### src/rtl/pipelined_xor_accum_pkg.sv
// Shared mode encodings and default sizing for the pipelined XOR accumulator.
package pipelined_xor_accum_pkg;

  typedef enum logic {
    MODE_XOR = 1'b0,
    MODE_ACC = 1'b1
  } mode_e;

  localparam int DEFAULT_WIDTH = 14;
  localparam int DEFAULT_CNT_W = 8;

endpackage

### src/rtl/pipelined_xor_accum_xor_stage.sv
// Parametrised bitwise XOR of two operand vectors (purely combinational).
module xor_stage
  import pipelined_xor_accum_pkg::*;
#(
  parameter int WIDTH = DEFAULT_WIDTH
) (
  input  logic [WIDTH-1:0] a_i,
  input  logic [WIDTH-1:0] b_i,
  output logic [WIDTH-1:0] x_o
);

  assign x_o = a_i ^ b_i;

endmodule

### src/rtl/pipelined_xor_accum.sv
// Two-stage XOR pipeline: pass-through XOR results or fold a frame of beats
// into a single syndrome, with valid/ready flow control on both sides.
module pipelined_xor_accum
  import pipelined_xor_accum_pkg::*;
#(
  parameter int WIDTH = DEFAULT_WIDTH,
  parameter int CNT_W = DEFAULT_CNT_W
) (
  input  logic             clk,
  input  logic             rst_n,
  input  logic             in_valid,
  output logic             in_ready,
  input  logic [WIDTH-1:0] a,
  input  logic [WIDTH-1:0] b,
  input  logic             mode,
  input  logic             in_last,
  input  logic             acc_clear,
  output logic             out_valid,
  input  logic             out_ready,
  output logic [WIDTH-1:0] out,
  output logic             out_zero,
  output logic             out_parity,
  output logic [CNT_W-1:0] out_beats
);

  localparam logic [CNT_W-1:0] CNT_ONE = CNT_W'(1);

  function automatic logic [CNT_W-1:0] sat_inc(input logic [CNT_W-1:0] c);
    return (&c) ? c : c + CNT_ONE;
  endfunction

  logic             stall;
  logic             accept;
  logic [WIDTH-1:0] x_comb;

  logic [WIDTH-1:0] x_p1_q;
  mode_e            mode_p1_q;
  logic             last_p1_q;
  logic             vld_p1_q, vld_p1_d;

  logic [WIDTH-1:0] out_p2_q, out_p2_d;
  logic             zero_p2_q, zero_p2_d;
  logic             parity_p2_q, parity_p2_d;
  logic [CNT_W-1:0] beats_p2_q, beats_p2_d;
  logic             vld_p2_q, vld_p2_d;

  logic [WIDTH-1:0] acc_q, acc_d, acc_base;
  logic [CNT_W-1:0] cnt_q, cnt_d, cnt_base;

  // An unconsumed result freezes the whole pipeline.
  assign stall    = vld_p2_q && !out_ready;
  assign in_ready = !stall;
  assign accept   = in_valid && in_ready;

  xor_stage #(
    .WIDTH(WIDTH)
  ) u_xor_stage (
    .a_i(a),
    .b_i(b),
    .x_o(x_comb)
  );

  // ---- stage 1: register operand XOR and beat attributes ----
  assign vld_p1_d = stall ? vld_p1_q : accept;

  always_ff @(posedge clk) begin
    if (accept) begin
      x_p1_q    <= x_comb;
      mode_p1_q <= mode_e'(mode);
      last_p1_q <= in_last;
    end
  end

  always_ff @(posedge clk or negedge rst_n) begin
    if (!rst_n) begin
      vld_p1_q <= 1'b0;
    end else begin
      vld_p1_q <= vld_p1_d;
    end
  end

  // ---- stage 2: pass-through load, frame fold, or frame emit ----
  always_comb begin
    // A clear retires the open frame first, so a colliding beat starts afresh.
    acc_base    = acc_clear ? '0 : acc_q;
    cnt_base    = acc_clear ? '0 : cnt_q;
    acc_d       = acc_base;
    cnt_d       = cnt_base;
    out_p2_d    = out_p2_q;
    beats_p2_d  = beats_p2_q;
    vld_p2_d    = vld_p2_q;
    if (!stall) begin
      vld_p2_d = 1'b0;
      if (vld_p1_q) begin
        if (mode_p1_q == MODE_XOR) begin
          out_p2_d   = x_p1_q;
          beats_p2_d = CNT_ONE;
          vld_p2_d   = 1'b1;
        end else if (last_p1_q) begin
          out_p2_d   = acc_base ^ x_p1_q;
          beats_p2_d = sat_inc(cnt_base);
          vld_p2_d   = 1'b1;
          acc_d      = '0;
          cnt_d      = '0;
        end else begin
          acc_d = acc_base ^ x_p1_q;
          cnt_d = sat_inc(cnt_base);
        end
      end
    end
    zero_p2_d   = ~|out_p2_d;
    parity_p2_d = ^out_p2_d;
  end

  always_ff @(posedge clk or negedge rst_n) begin
    if (!rst_n) begin
      out_p2_q    <= '0;
      zero_p2_q   <= 1'b1;
      parity_p2_q <= 1'b0;
      beats_p2_q  <= '0;
      vld_p2_q    <= 1'b0;
      acc_q       <= '0;
      cnt_q       <= '0;
    end else begin
      out_p2_q    <= out_p2_d;
      zero_p2_q   <= zero_p2_d;
      parity_p2_q <= parity_p2_d;
      beats_p2_q  <= beats_p2_d;
      vld_p2_q    <= vld_p2_d;
      acc_q       <= acc_d;
      cnt_q       <= cnt_d;
    end
  end

  assign out        = out_p2_q;
  assign out_zero   = zero_p2_q;
  assign out_parity = parity_p2_q;
  assign out_beats  = beats_p2_q;
  assign out_valid  = vld_p2_q;

endmodule

### config.mk
export PLATFORM = sky130hd
export DESIGN_NAME = pipelined_xor_accum
export DESIGN_NICKNAME = d
export VERILOG_FILES = /design/src/rtl/pipelined_xor_accum_pkg.sv /design/src/rtl/pipelined_xor_accum_xor_stage.sv /design/src/rtl/pipelined_xor_accum.sv
export SDC_FILE = /design/constraint.sdc
export NUM_CORES = 1
export LEC_CHECK = 0
export ABC_AREA = 1
export CAP_MARGIN = 20
export CORE_MARGIN = 5
export CORE_UTILIZATION = 48
export CTS_CLUSTER_DIAMETER = 50
export DETAILED_ROUTE_END_ITERATION = 8
export PLACE_DENSITY = 0.83
export SYNTH_ARGS = -nofsm -noshare
export SYNTH_HDL_FRONTEND = slang
export SYNTH_HIERARCHICAL = 1
export SYNTH_SLANG_ARGS = --single-unit
### constraint.sdc
create_clock -name clk -period 1.9 [get_ports clk]
set_input_delay 0.38 -clock clk [delete_from_list [all_inputs] [get_ports clk]]
set_output_delay 0.38 -clock clk [all_outputs]
set_load 0.02 [all_outputs]
==> metrics <==
mux contribution to synthesized area 0%; area leader, netlist dfrtp_1; Placed Area 4420 um^2; Sequential cell area 1680 um^2; Power Density 1020 nW/um^2; Final TNS setup -96.7 ps; Post-Synthesis Cell Area 3430 um^2; first-pass GRT wire length 13.4 mm; Yosys Warn Count 6; Die Wd 94.5 um; Setup Skew 10.3 ps; status finished, violations left; Final Slew Violations 0; clock tree buffer depth 2; combinational family with the most area after synthesis simple AND/OR/NAND/NOR gates; I/O Buffers 60; Fin. Hold Viols 0; syn nets 479; CTS tree built; static leakage 2.49 nW; synthesized area per cell 7.85 um^2; DRC 0; final WL 9.26 mm; largest cells by area after synthesis dfrtp_1 (34%), nand2_1 (18%), edfxtp_1 (14%); failing checks setup timing; Seq cells post-synth 64; Num CTS Buffers 9; unrepaired setup endpoints after global routing true; final hold slack 25.3 ps; CP Max Fanout 5; Netlist cell types 26; count of max-cap constraint violations 0; Reg clk slew, reported paths 70 ps; fmax 501 MHz; clock sinks 64; later-pin clock latency in the skew report 340 ps; Die Ht 94.5 um; clk root buf clkbuf_8; Layout area overhead 42.7%; arrival time at the worst endpoint 2250 ps; Max VDD drop 0.480 mV; simple-gate share of the synthesized area 26.4%; CP Launch Type input port; Seq/Total Area, Yosys 49.1%; DR WL/cell 14.5 um; Setup violations, final 1; fin worst setup slack -96.7 ps; via count 3215; Initial DRC Count 334; Tot Pwr 5.02 mW; fill count 487; Slew HR 61.9%; Compound-Gate Fraction of Synth Area 5.87%; vias in the first global route 3055; Core Box Area 6870 um^2; xor-xnor portion of the synthesized cell area 4.85%; WS Path Type in2reg; layout cell share with drive strength beyond 1 19.9%; worst-margin pin slew 572 ps; Nets 580; Initial Util 49.9%; dpl ws -563 ps; row cnt 30; final worst-path cycle share 105%; initial antenna violation count 0; Synth top area share 34.3%; post-layout instance area 4890 um^2; Multi-input gate area 1540 um^2; post-route minimum period 2000 ps; H-tree levels 3; hpwl dp 5.88 mm; grt total ovfl 0; largest net degree at the start of global routing 28; ant diodes 0; Die Area 8940 um^2; I/O Pins 61; DR pass1 iterations 5; post-synthesis adder-cell area fraction 2.55%; cell count after synthesis 437; gp weighted congestion 0.855; # hold bufs at CTS 0; Worst Path Required 2150 ps; vias per inst 5.03; GRT Util Overall 19.4%; Setup crit end kind register; worst hold path type in2async; Final ANT Viol Nets 0
[kinds of logic after synthesis]
logic type / after synthesis
buf+inv: 97
simple gates: 211
xor+xnor: 19
fa+ha+maj: 7
flops: 64
compound gates: 39
[timing repair]
| item | CTS | global route |
|---|---|---|
| buffers inserted | 2 | 8 |
| endpoints found under the setup margin | 2 | 2 |
| resized for setup | 7 | 26 |
| cloned | 0 | 1 |
| pin swaps | 6 | 19 |
[cell usage after synthesis, drive strengths merged]
cell,number
nand4,2
nor3,2
nand2,182
dfstp,1
xor2,13
inv,87
clkbuf,1
xnor2,6
o31ai,1
edfxtp,16
ha,7
dfrtp,47
buf,9
nand3,13
o21ai,38
nor2,12
[cell usage in the layout (no fill, tap or decap), drive strengths merged, types with 2 or more instances in the layout]
cell type / netlist / routed
nand3: 13 / 13
nor2: 12 / 12
xor2: 13 / 13
nand4: 2 / 2
nor3: 2 / 2
clkdlybuf4s50: 0 / 56
xnor2: 6 / 6
nand2: 182 / 182
dfrtp: 47 / 47
edfxtp: 16 / 16
clkbuf: 1 / 15
ha: 7 / 7
o21ai: 38 / 38
buf: 9 / 40
inv: 87 / 87
[where the power goes]
part | switching [mW] | leakage (nW) | total, mW | internal (mW)
registers | 0.120 | 0.762 | 1.73 | 1.61
logic | 1.07 | 1.63 | 2.13 | 1.06
clock network | 0.526 | 0.0978 | 1.15 | 0.624
[worst max-delay path, cell delays in order]
cell,delay [ps]
clkdlybuf4s15_1,190
inv_2,150
buf_6,150
buf_6,100
nand2_4,50
xor2_2,150
o21ai_1,170
nand2_1,90
nand2_2,120
ha_4,230
xnor2_4,130
xnor2_2,140
xnor2_1,190
[path summary, 6_finish.rpt]
kind	startpoint	end	slack, ps	cells past startpoint
hold / removal	rst_n	out_beats[1]	30	1
setup / recovery	acc_clear	out_parity	-100	13
max in group asynchronous	rst_n	out_valid	1310	2
hold reg to reg	out_beats[2]	out_beats[2]	480	2
setup reg to reg	last_p1_q	out_parity	-50	10
min in group clk	out_ready	out_valid	480	5
[cell type report]
type                            count  area share, %
Tap cell                           96           2.45
Multi-Input combinational cell    276           31.5
Sequential cell                    64           34.4
Clock buffer                       14           3.76
Clock inverter                      2          0.256
Inverter                           87           6.67
Timing Repair Buffer              100           21.0
[flip-flops by register name, summed over array words and instances, names as in the netlist, 8 cells and up]
| register | cells |
|---|---|
| cnt_q | 8 |
| out_beats | 8 |
| acc_q | 14 |
| x_p1_q | 14 |
| out | 14 |
[stage by stage]
step | util, % | std cells
3_3_place_gp | 64.3 | 613
2_1_floorplan | - | 437
3_5_place_dp | 64.3 | 613
5_1_grt | 71.3 | 639
6_report | 71.3 | 639
4_1_cts | 67.7 | 631
[routing by layer]
layer	track usage, %	up-vias	share of wire [%]
met4	9.01	0	2.5
met5	0	-	0
li1	-	1517	-
met1	22.7	1529	39
met3	3.82	25	5.8
met2	34.2	144	52
Power figures use the tool's default switching activity.
